$ cat src/rtl/minmax_tracker.sv
// minmax_tracker: running unsigned minimum/maximum over a burst of samples.
// A burst of len samples arrives over a valid/ready handshake. The block
// tracks the smallest and largest value, and the index where each first
// appeared. Ties never update, so the earliest index wins. Results hold
// until the next accepted start.
module minmax_tracker #(
  parameter int DATAWIDTH = 8,
  parameter int CNTWIDTH  = 8
) (
  input  logic                 Clk,
  input  logic                 Rst,
  input  logic                 start,
  input  logic [CNTWIDTH-1:0]  len,
  input  logic                 in_valid,
  input  logic [DATAWIDTH-1:0] in_data,
  output logic                 in_ready,
  output logic [DATAWIDTH-1:0] min_val,
  output logic [DATAWIDTH-1:0] max_val,
  output logic [CNTWIDTH-1:0]  min_idx,
  output logic [CNTWIDTH-1:0]  max_idx,
  output logic                 busy,
  output logic                 done,
  output logic                 result_valid
);

  typedef enum logic [1:0] {
    IDLE  = 2'd0,
    FIRST = 2'd1,
    RUN   = 2'd2,
    DONE  = 2'd3
  } state_t;

  state_t               state;
  state_t               state_nxt;
  logic [CNTWIDTH-1:0]  len_q;
  logic [CNTWIDTH-1:0]  count;
  logic                 accept;
  logic                 last_run;

  // Unsigned strict-less / strict-greater, matching the upstream comparator.
  function automatic logic u_lt(input logic [DATAWIDTH-1:0] a,
                                input logic [DATAWIDTH-1:0] b);
    return a < b;
  endfunction

  function automatic logic u_gt(input logic [DATAWIDTH-1:0] a,
                                input logic [DATAWIDTH-1:0] b);
    return a > b;
  endfunction

  assign accept   = in_valid && in_ready;
  // The sample accepted in RUN with count == len-1 is the last one of the burst.
  assign last_run = (count == (len_q - CNTWIDTH'(1)));

  // State register
  always_ff @(posedge Clk or posedge Rst) begin
    if (Rst) state <= IDLE;
    else     state <= state_nxt;
  end

  // Next-state decode
  always_comb begin
    state_nxt = state;
    case (state)
      IDLE: begin
        if (start) state_nxt = (len == '0) ? DONE : FIRST;
      end
      FIRST: begin
        if (accept) state_nxt = (len_q == CNTWIDTH'(1)) ? DONE : RUN;
      end
      RUN: begin
        if (accept && last_run) state_nxt = DONE;
      end
      DONE: begin
        state_nxt = IDLE;
      end
      default: state_nxt = IDLE;
    endcase
  end

  // Handshake and status outputs, decoded straight from the state register
  always_comb begin
    in_ready = 1'b0;
    busy     = 1'b0;
    done     = 1'b0;
    case (state)
      FIRST, RUN: begin
        in_ready = 1'b1;
        busy     = 1'b1;
      end
      DONE:    done = 1'b1;
      default: ;
    endcase
  end

  // Burst length, sample counter, running min/max with indices, result flag
  always_ff @(posedge Clk or posedge Rst) begin
    if (Rst) begin
      len_q        <= '0;
      count        <= '0;
      min_val      <= '0;
      max_val      <= '0;
      min_idx      <= '0;
      max_idx      <= '0;
      result_valid <= 1'b0;
    end else begin
      case (state)
        IDLE: begin
          if (start) begin
            len_q        <= len;
            count        <= '0;
            result_valid <= 1'b0;
          end
        end
        FIRST: begin
          if (accept) begin
            min_val <= in_data;
            max_val <= in_data;
            min_idx <= '0;
            max_idx <= '0;
            count   <= CNTWIDTH'(1);
          end
        end
        RUN: begin
          if (accept) begin
            if (u_lt(in_data, min_val)) begin
              min_val <= in_data;
              min_idx <= count;
            end
            if (u_gt(in_data, max_val)) begin
              max_val <= in_data;
              max_idx <= count;
            end
            count <= count + CNTWIDTH'(1);
          end
        end
        DONE: begin
          // An empty burst leaves result_valid low.
          result_valid <= (len_q != '0);
        end
        default: ;
      endcase
    end
  end

endmodule

$ cat config.mk
export PLATFORM = sky130hd
export DESIGN_NAME = minmax_tracker
export DESIGN_NICKNAME = d
export VERILOG_FILES = /design/src/rtl/minmax_tracker.sv
export SDC_FILE = /design/constraint.sdc
export NUM_CORES = 1
export LEC_CHECK = 0
export ABC_AREA = 0
export ABC_CLOCK_PERIOD_IN_PS = 3410
export BUFFER_PORTS_ARGS = -buffer_cell sky130_fd_sc_hd__buf_2
export CORE_UTILIZATION = 45
export CTS_CLUSTER_SIZE = 16
export DETAILED_ROUTE_END_ITERATION = 7
export GPL_TIMING_DRIVEN = 0
export PLACE_DENSITY = 0.67
export SYNTH_ARGS = -nofsm -noshare
export SYNTH_HDL_FRONTEND = slang
export SYNTH_SLANG_ARGS = --single-unit
$ cat constraint.sdc
create_clock -name Clk -period 3.41 [get_ports Clk]
set_input_delay 0.1705 -clock Clk [delete_from_list [all_inputs] [get_ports Clk]]
set_output_delay 0.1705 -clock Clk [all_outputs]
set_load 0.03 [all_outputs]
* Word-level counts from Yosys, hierarchy flattened
Cells that the tools add are included.
** Cells by class
- Reduce and logical (&&, ||, !) cells :: 15
- Eq/ne operators :: 11
- Order comparisons :: 2
- Add/subtract/negate cells :: 2
- Mux-type cells :: 28
** Operator list (number)
- $mux W8 :: 13
- $pmux W8 S2 :: 4
- $pmux W8 S3 :: 1
- $ne A2 B2 Y1 const B :: 6
- $reduce_and A4 Y1 :: 3
- $add A8 B1 Y8 const B :: 1
- $eq A8 B1 Y1 const B :: 1
- $eq A8 B8 Y1 :: 1
- $gt A8 B8 Y1 :: 1
- $logic_not A8 Y1 :: 1
- $lt A8 B8 Y1 :: 1
- $mux W2 :: 4
- $pmux W2 S4 :: 1
- $reduce_bool A8 Y1 :: 1
- $sub A8 B1 Y8 const B :: 1
- $eq A2 B2 Y1 const B :: 2
- $mux W1 :: 4
- $reduce_and A2 Y1 :: 2
- $reduce_bool A2 Y1 :: 2
- $reduce_and A3 Y1 :: 1
- $reduce_bool A3 Y1 :: 1
- $eq A2 B1 Y1 const B :: 1
- $logic_and A1 B1 Y1 :: 2
- $logic_not A2 Y1 :: 1
- other kinds (2) :: 2
** Storage, ports and cells
- Bits of input ports :: 20
- Register bits :: 51

* Depth between registers and ports, before layout
Gate-level depths: netlist of run 1.
- Word-level depth :: 7
- Mapped depth :: 10
- Gate-level depth less buffers :: 8

* Least setup slack after synthesis of run 1
Ideal clock, no wire load.
- Kind :: register to register
- From :: register state[0]
- To :: register max_val[0]
- Buffers on the path :: 2
- Path slack :: 0.950 ns
- Cell stages (with the launch flop) :: 9
- Arrival :: 2.335 ns
- Cells stage by stage :: dfrtp_1 inv_1 ha_1 nand2_1 a21oi_1 o211a_1 buf_2 buf_2 mux2_2
** On the way
- Word-level cells in the longest chain between the ends :: 6
** RTL lines
- start: declaration :: line 33 : state_t state;
- start signal: assignment :: line 58 : else state <= state_nxt;
- $eq A2 B1 Y1 / $eq A2 B2 Y1 (equally long branches)
- $reduce_or A2 Y1 (*)
- $mux W1 (*)
- net busy :: line 21 : output logic busy,
- $logic_and A1 B1 Y1 (*) :: line 51 : assign accept = in_valid && in_ready;
- $ne A2 B2 Y1 (no line)
- $reduce_and A4 Y1 (no line) (*)
- end signal: assignment :: line 118 : max_val <= in_data;
- end signal: assignment :: line 131 : max_val <= in_data;
- end: declaration :: line 18 : output logic [DATAWIDTH-1:0] max_val,
The timed path passes the listed nets; every way through them passes the cells marked *.
A chain may end at the register's enable or synchronous reset.

* Worst setup path after layout of run 1
- From :: register state[0]
- To :: register max_val[1]
** On the way
- Word-level cells in the longest chain between the ends :: 6
** RTL lines
- $eq A2 B1 Y1 / $eq A2 B2 Y1 (equally long branches) :: line 86, 107
- $reduce_or A2 Y1 :: line 86 : case (state)
- $mux W1 :: line 86
- $logic_and A1 B1 Y1 :: line 51
- $ne A2 B2 Y1 (no line)
- $reduce_and A4 Y1 (no line)
Parallel ways exist; a longest one is shown, timed or not.

==> results of run 1 <==
## synthesized netlist by cell type
library cell,n,area [um^2]
dfrtp_1,51,1280
inv_1,35,131
mux2_2,25,282
ha_1,23,288
nand2_1,20,75.1
o21ai_0,13,65.1
a21oi_1,10,50.1
mux2i_1,10,100
nor2_1,10,37.5
xnor2_1,8,70.1
a22o_1,7,61.3
clkbuf_1,6,22.5
nand4_1,6,37.5
nand3_1,5,25.0
nor2b_1,5,31.3
nand2b_1,4,25.0
nor3_1,4,20.0
a21o_1,3,22.5
buf_2,3,15.0
nand3b_1,3,22.5
xor2_1,3,26.3
a31oi_1,2,12.5
and3_1,2,12.5
nor4_1,2,12.5
o21ai_1,2,10.0
o31ai_1,2,15.0
or4_1,2,15.0
a2111oi_2,1,15.0
a211oi_1,1,7.51
a211oi_2,1,12.5
a21boi_0,1,7.51
a22oi_1,1,7.51
and2_1,1,6.26
and4b_1,1,10.0
buf_4,1,7.51
mux2_1,1,11.3
nor4_4,1,21.3
o2111ai_1,1,8.76
o211a_1,1,10.0
o211ai_1,1,7.51
o21a_1,1,7.51
o2bb2ai_1,1,8.76
o31a_1,1,8.76
## logic make-up (layout without fill, tap and decap cells)
| kind of cell | Yosys count | after routing | synth area share [%] |
|---|---|---|---|
| simple gates | 66 | 66 | 12.0 |
| flops | 51 | 51 | 43.7 |
| compound gates | 50 | 50 | 11.6 |
| buf+inv | 45 | 110 | 6.04 |
| mux | 36 | 36 | 13.5 |
| fa+ha+maj | 23 | 23 | 9.86 |
| xor+xnor | 11 | 11 | 3.30 |
## flip-flops by register name, summed over array words and instances (netlist names)
name,cells
count,8
len_q,8
max_idx,8
max_val,8
min_idx,8
min_val,8
result_valid,1
state,2
## worst min-delay path by stage
stage | startpoint | endpoint | slack (ns) | cells past startpoint
after global routing | len[1] | len_q[1] | 0.1 | 2
after detailed placement | Rst | min_val[6] | 0.23 | 2
after CTS | len[1] | len_q[1] | 0.1 | 2
final | len[1] | len_q[1] | 0.11 | 2
after floorplan | start | result_valid | 0.31 | 2
after global placement | len[7] | len_q[7] | 0.42 | 2
## cells in the final DEF (no fill, tap or decap), types with 5 or more instances in the layout
| cell | n |
|---|---|
| nand3_1 | 5 |
| buf_2 | 58 |
| clkbuf_8 | 6 |
| nand4_1 | 6 |
| ha_1 | 23 |
| nor2b_1 | 5 |
| mux2_2 | 25 |
| nor2_1 | 10 |
| clkbuf_1 | 6 |
| mux2i_1 | 10 |
| dfrtp_1 | 51 |
| xnor2_1 | 8 |
| a21oi_1 | 10 |
| inv_1 | 34 |
| a22o_1 | 7 |
| nand2_1 | 20 |
| o21ai_0 | 13 |
## layer usage
metal | vias up | track usage [%] | routed length [um]
met4 | 0 | 6.55 | 73
met1 | 1114 | 24.4 | 2880
met3 | 7 | 3.63 | 203
met5 | - | 0 | 0
li1 | 1104 | - | -
met2 | 46 | 33.1 | 2920
## through the flow
step	setup WS [ns]	hold slack [ns]	cell area, um^2
5_1_grt	0.462	0.0974	3420
2_1_floorplan	0.950	0.310	2920
6_report	0.703	0.107	3420
4_1_cts	0.706	0.0956	3420
3_5_place_dp	0.728	0.230	3310
3_3_place_gp	0.741	0.420	3290
## power by group
group | leakage (nW) | total, mW | switching [mW] | internal [mW]
clock | 0.0474 | 0.375 | 0.209 | 0.166
combinational | 0.952 | 1.55 | 0.920 | 0.634
sequential | 0.655 | 1.00 | 0.204 | 0.795
## layout make-up
class | count | area share, %
well taps | 75 | 2.75
multi-input cells | 186 | 42.9
clock inverters | 2 | 0.476
clock buffers | 6 | 2.42
plain buffers | 10 | 1.32
inverters | 35 | 3.84
flip-flops and latches | 51 | 37.3
repair buffers | 57 | 8.93
## worst reg2reg max path, cell delays in order, from the launching register on
cell and delay (ns):
dfrtp_1 0.44, inv_1 0.11, ha_1 0.48, nand2_1 0.14, a21oi_1 0.31, o211a_1 0.20
buf_2 0.19, buf_2 0.35, mux2_2 0.38
==> metrics, run 1 <==
outcome finished, final reports clean; core area approximately 0.006 mm^2; Yosys reg bits between 50 and 60; CTS sink cnt 51; DRC 0; CP delay by family, top buffers and inverters; Die ar. about 0.0068 mm^2; Final Max Slew Viols 0; antenna violations before repair 0; placed insts 413; reg2reg start state[0]; Fmax around 0.37 GHz; Mapped Nets ~330; post-DP HPWL around 4600 um; Worst EP required roughly 3.6 ns; via count between 2000 and 2500; critical path capture point max_val[1]; Layout Nets slightly below 400; Remaining Overflow, GRT 0; Ports 56; crit path from state[0]; Skew-Pair Late Insertion Delay ~0.31 ns; largest net degree at the start of global routing 31; Core Util, Final between 50% and 60%; peak supply drop roughly 440 uV; Worst Setup End Kind flop; Max Clock Skew ~0.013 ns; slowest CP cell ha_1; fill cell count 571; hold-fix buffer count after cts 1; PwrDens 857 mW/mm^2; ANT cells 0; WL final a little over 6000 um; Avg Cell Area, Syn approximately 10 um^2; Period Utilization, post-route about four fifths; die boundary width between 80 and 90 um; wire per inst between 10 and 15 um; Vias/cell around 5.4; Worst Max-Slew Pin Slew between 0.5 and 0.6 ns; Worst-path clk slew 0.09 ns; YS warnings 0; unrepaired setup endpoints after global routing no; crit-path max FO 10; Syn Inst Count around 280; sequential cell area between 0.001 and 0.0015 mm^2; MaxCap Viol Count 0; Area Overhead vs Synth 17.1%; critical path depth 8; worst rel slew slack between 60% and 70%; count of cell types in the netlist 43; Num CTS Buffers 5; fin crit period 2.71 ns; type of origin of the critical path flop; Setup TNS Final 0 ns; fraction of layout cells with a size suffix above 1 between 20% and 30%; total count of hold-check failures in the final report 0; r2r worst-path depth 8; Clock Tree Buf Depth 2; Initial DRC Count between 80 and 90; htree depth 2; Synth Cell Area ~0.003 mm^2; vias in the first global route between 2000 and 2500; Pwr Total ~3 mW; multi-input logic area between 0.001 and 0.0015 mm^2; post-route ant nets 0; first-pass GRT wire length between 9000 and 10000 um; Lkg Pwr between 1.5 and 2 nW; crit path buf inv count 3; cell row count 28; First-pass DRT Iterations 4; Initial Util between 40% and 50%; clk root buf clkbuf_8; CP most frequent cell buf_2; Die Height approximately 83 um; R2R setup slack between 0.7 and 0.8 ns; worst min path class in -> reg; Setup Viol. Count Final 0; Port-buffer cells 55; final RePlAce weighted congestion approximately 0.85; global-route usage over all layers between 10% and 20%; CTS resizes 0; RR Endpoint max_val[1]; Critical Path AT 2.90 ns; critical path type reg -> reg; post-synthesis sequential area ratio 43.7%; Setup Fix Bufs, Post-CTS 0; worst-path cell chain inv_1 > ha_1 > nand2_1 > a21oi_1 > o211a_1 > buf_2 > buf_2 > mux2_2; Worst path max stage delay 0.48 ns; Cell Count, Final, Fillers Out 422; TritonCTS clock tree yes
(Power assumes the default switching activity.)
==> inputs of run 2 (changes only) <==
- ABC_CLOCK_PERIOD_IN_PS: 3410 -> 2300
- PLACE_DENSITY: 0.67 -> 0.7
- clock period: 3.41 -> 2.3 ns (I/O delays scaled with it)
==> metrics, run 2 (same netlist as run 1, synthesis figures left out) <==
first-pass GRT wire length 9670 um (-2.2%); Die Height 82.5 um (unchanged); DP Area 0.00333 mm^2 (+0.53%); Final Max Slew Viols 0 (unchanged); MaxCap Viol Count 0 (unchanged); Worst EP required 2.50 ns (-1.11 ns); Worst Max-Slew Pin Slew 0.537 ns (+0.0269 ns); WHS Path Cells 2 (unchanged); commonest non-fill, non-tap cell in the layout buf_2; PwrDens 1340 mW/mm^2 (+56%); htree depth 2 (unchanged); wire per inst 13.8 um (-4.0%); crit-path max FO 5 (-5); most frequent cells in the layout buf_2, dfrtp_1, inv_1; critical path type reg -> reg; WL final 5960 um (-2.0%); crit path from len_q[1]; Worst Setup End Kind flop; unrepaired setup endpoints after global routing yes; DRC 0 (unchanged); WHS 0.0497 ns (-0.0568 ns); total count of hold-check failures in the final report 0 (unchanged); Worst-path clk slew 0.09 ns (about the same); Critical Path AT 2.44 ns (-0.46 ns); busiest grt layer met2; final RePlAce weighted congestion 0.851 (+0.47%); CTS sink cnt 51 (unchanged); post-DP HPWL 4550 um (-1.4%); worst slack, placed -0.303 ns (-1.03 ns); worst rel slew slack 64.1% (-1.6 points); type of origin of the critical path flop; met3 usage 4.18% (+0.55 points); Fmax 0.446 GHz (+21%); Vias/cell 5.30 (-1.4%); antenna violations before repair 0 (unchanged); Initial DRC Count 84 (-5.6%); r2r worst-path depth 6 (-2); Clock Tree Buf Depth 2 (unchanged); Period Utilization, post-route 97.6% (+18 points); largest net degree at the start of global routing 29 (-6.5%); peak supply drop 811 uV (+84%); Area Overhead vs Synth 22.7%; fraction of layout cells with a size suffix above 1 32.9% (+4.9 points); Setup Viol. Count Final 0 (unchanged); Lkg Pwr 1.72 nW (+4.2%); Setup TNS Final 0 ns (unchanged); Layout Nets 398 (+2.3%); First-pass DRT Iterations 4 (unchanged); TritonCTS clock tree yes; Die ar. 0.00681 mm^2 (unchanged); Max Clock Skew 0.00318 ns (-0.00994 ns); global-route usage over all layers 18.8% (-0.49 points); Min-Delay Startpoint len[5]; post-route ant nets 0 (unchanged); GR Layer Usage met2 30.8% (-2.3 points); Final Worst Setup Slack 0.0561 ns (-0.647 ns); Num CTS Buffers 5 (unchanged); fin area 0.00358 mm^2 (+4.8%); Remaining Overflow, GRT 0 (unchanged); Initial Util 47.9% (unchanged); Port-buffer cells 55 (unchanged); reg2reg start len_q[1]; via count 2286 (+0.66%); cell row count 28 (unchanged); ANT cells 0 (unchanged); core area 0.00610 mm^2 (unchanged); Ports 56 (unchanged); met1 Resource Use GR 24.2% (-0.19 points); Skew-Pair Late Insertion Delay 0.30 ns (about the same); worst min path class in -> reg; outcome finished, final reports clean; fin crit period 2.24 ns (-0.463 ns); vias in the first global route 2123 (-2.2%); die boundary width 82.5 um (unchanged); clk root buf clkbuf_8
[run 2: cell types whose count changed in the layout (fill, tap and decap cells not counted), moves of 2 or more]
cell	delta
buf_4	+10
bufinv_16	+2
buf_2	-3
dfrtp_2	+4
dfrtp_1	-4
clkbuf_4	+2
clkbuf_1	-2
[run 2: metal layers]
| layer | up-vias | routed length, um |
|---|---|---|
| li1 | 1127 | - |
| met5 | - | 0 |
| met1 | 1103 | 2790 |
| met4 | 0 | 95 |
| met3 | 9 | 216 |
| met2 | 47 | 2850 |
[run 2: critical path, stage by stage (launching register included)]
cell and delay [ns]:
dfrtp_2 0.45, nor4_4 0.30, nand3b_1 0.12, a2111oi_2 0.38, o2111ai_1 0.21, a211oi_2 0.32, mux2_1 0.35
[run 2: what timing repair did]
item,4_1_cts,5_1_grt
setup endpoints to repair,14,7
pin swaps,1,6
gates cloned,0,0
setup buffers,3,7
hold endpoints to repair,23,0
hold buffers,1,0
gates resized for setup,5,8
[run 2: layout make-up]
| class | count | area (um^2) |
|---|---|---|
| fill | 545 | 2510 |
| multi-input combinational | 186 | 1500 |
| tap | 75 | 93.8 |
| timing repair buffer | 67 | 380 |
| clock buffer | 5 | 68.8 |
| clock inverter | 3 | 67.6 |
| buffer | 9 | 53.8 |
| sequential | 51 | 1280 |
| inverter | 35 | 131 |
[run 2: path summary, 6_finish.rpt]
kind	to	slack (ns)
worst min register to register	min_idx[3]	0.52
worst max-delay path	state[0]	0.06
worst max register to register	state[0]	0.06
max in group asynchronous	count[4]	1.39
worst min-delay path	len_q[5]	0.05
min in group asynchronous	min_val[5]	0.39
[run 2: report_power, final]
group | switching, mW | total [mW] | internal, mW
sequential | 0.269 | 1.46 | 1.19
combinational | 1.47 | 2.59 | 1.13
clock | 0.300 | 0.734 | 0.434
[run 2: metrics by stage]
step | cells | total power, mW | util, %
floorplan | 282 | 3.26 | -
global placement | 412 | 3.78 | 54.2
detailed placement | 413 | 3.87 | 54.6
CTS | 425 | 4.69 | 57.6
global route | 431 | 5.15 | 58.7
finish | 431 | 4.78 | 58.7
==> inputs of run 3 (changes only) <==
- ABC_CLOCK_PERIOD_IN_PS: 2300 -> 2500
- PLACE_DENSITY: 0.7 -> 0.67
- clock period: 2.3 -> 2.5 ns (I/O delays scaled with it)
==> metrics, run 3 (same netlist as run 1, synthesis figures left out) <==
Setup Viol. Count Final 0 (unchanged); fraction of layout cells with a size suffix above 1 29.3% (-3.6 points); first-pass GRT wire length 9870 um (+2.0%); die boundary width 82.5 um (unchanged); Area Overhead vs Synth 18.5%; final RePlAce weighted congestion 0.847 (-0.47%); via count 2270 (-0.70%); htree depth 2 (unchanged); Worst Setup End Kind flop; Skew-Pair Late Insertion Delay 0.32 ns (+0.02 ns); Fmax 0.426 GHz (-4.4%); total count of hold-check failures in the final report 0 (unchanged); Ports 56 (unchanged); fin crit period 2.35 ns (+0.102 ns); Period Utilization, post-route 93.9% (-3.7 points); Die ar. 0.00681 mm^2 (unchanged); Final Max Slew Viols 0 (unchanged); Core Util, Final 56.8% (-2.0 points); Max Clock Skew 0.0159 ns (+0.0127 ns); critical path depth 7 (+1); CP delay by family, top compound AO/OA/AOI/OAI gates; vias in the first global route 2165 (+2.0%); outcome finished, final reports clean; core area 0.00610 mm^2 (unchanged); DRC 0 (unchanged); fill cell count 570 (+4.6%); unrepaired setup endpoints after global routing no; Vias/cell 5.37 (+1.2%); Layout Nets 390 (-2.0%); peak supply drop 587 uV (-28%); Worst EP required 2.69 ns (+0.19 ns); cell row count 28 (unchanged); TritonCTS clock tree yes; Remaining Overflow, GRT 0 (unchanged); largest net degree at the start of global routing 31 (+6.9%); global-route usage over all layers 19.3% (+0.45 points); fin area 0.00346 mm^2 (-3.4%); MaxCap Viol Count 0 (unchanged); critical path type reg -> reg; Lkg Pwr 1.67 nW (-3.4%); r2r worst-path depth 7 (+1); WL final 6120 um (+2.8%); type of origin of the critical path flop; worst rel slew slack 66.8% (+2.6 points); WHS Path Cells 2 (unchanged); worst-path cell chain inv_1 > ha_1 > xnor2_1 > a2111oi_2 > o2111ai_1 > a211oi_2 > mux2_1; Critical Path AT 2.54 ns (+0.10 ns); most frequent cells in the layout buf_2, dfrtp_1, inv_1; CTS sink cnt 51 (unchanged); slowest CP cell dfrtp_1; Initial DRC Count 88 (+4.8%); commonest non-fill, non-tap cell in the layout buf_2; Worst Max-Slew Pin Slew 0.498 ns (-0.0395 ns); wire per inst 14.5 um (+4.7%); crit path buf inv count 1 (+1); Worst-path clk slew 0.09 ns (about the same); Pwr Total 4.09 mW (-15%); Num CTS Buffers 5 (unchanged); Clock Tree Buf Depth 2 (unchanged); post-DP HPWL 4610 um (+1.4%); crit-path max FO 7 (+2); antenna violations before repair 0 (unchanged); PwrDens 1180 mW/mm^2 (-12%); clk root buf clkbuf_8; Worst path max stage delay 0.53 ns (+0.08 ns); DP Area 0.00331 mm^2 (-0.53%); post-route ant nets 0 (unchanged); Die Height 82.5 um (unchanged); worst min path class in -> reg; Initial Util 47.9% (unchanged); ANT cells 0 (unchanged); First-pass DRT Iterations 4 (unchanged); Port-buffer cells 55 (unchanged)
run 3: cell types whose count changed in the layout (fill, tap and decap cells not counted), sizes merged:
cell	previous run	this run
buf	68	61
clkinv	0	1
bufinv	2	0
run 3: path summary, 6_finish.rpt:
check                           startpoint  slack (ns)    endpoint
worst max-delay path              len_q[0]        0.15    state[0]
worst min-delay path                len[5]        0.06    len_q[5]
worst max register to register    len_q[0]        0.15    state[0]
worst min register to register  min_idx[4]        0.52  min_idx[4]
max in group asynchronous              Rst        1.59    len_q[2]
min in group asynchronous              Rst        0.36  min_val[6]
run 3: metal layers:
metal | GRT usage, % | routed length, um
met5 | 0 | 0
met4 | 6.55 | 74
met3 | 3.63 | 204
met2 | 33.1 | 2960
met1 | 24.3 | 2880
run 3: what timing repair did:
item	4_1_cts	5_1_grt
buffers inserted	0	1
hold buffers	1	0
pin swaps	0	1
endpoints found under the hold margin	21	0
resized for setup	3	6
endpoints found under the setup margin	10	7
run 3: cell type report:
cell class	count	area, um^2	area share [%]
multi-input combinational	186	1490	43.2
sequential	51	1280	36.9
timing repair buffer	58	313	9.04
inverter	35	131	3.80
tap	75	93.8	2.71
clock buffer	6	82.6	2.39
buffer	10	52.6	1.52
clock inverter	2	16.3	0.470
run 3: report_power, final:
group          internal, mW  switching [mW]  leakage [nW]  total [mW]
clock                 0.226           0.285        0.0474       0.511
combinational         0.930            1.29         0.963        2.21
sequential             1.09           0.277         0.655        1.36
run 3: stage by stage:
stage / setup TNS, ns / setup slack, ns / cells / hold slack (ns)
2_1_floorplan: 0 / 0.0403 / 282 / 0.264
3_3_place_gp: -0.378 / -0.169 / 412 / 0.375
3_5_place_dp: -0.415 / -0.182 / 413 / 0.185
4_1_cts: 0 / 0.0129 / 422 / 0.0501
5_1_grt: 0 / 0.00752 / 423 / 0.0519
6_report: 0 / 0.154 / 423 / 0.0608
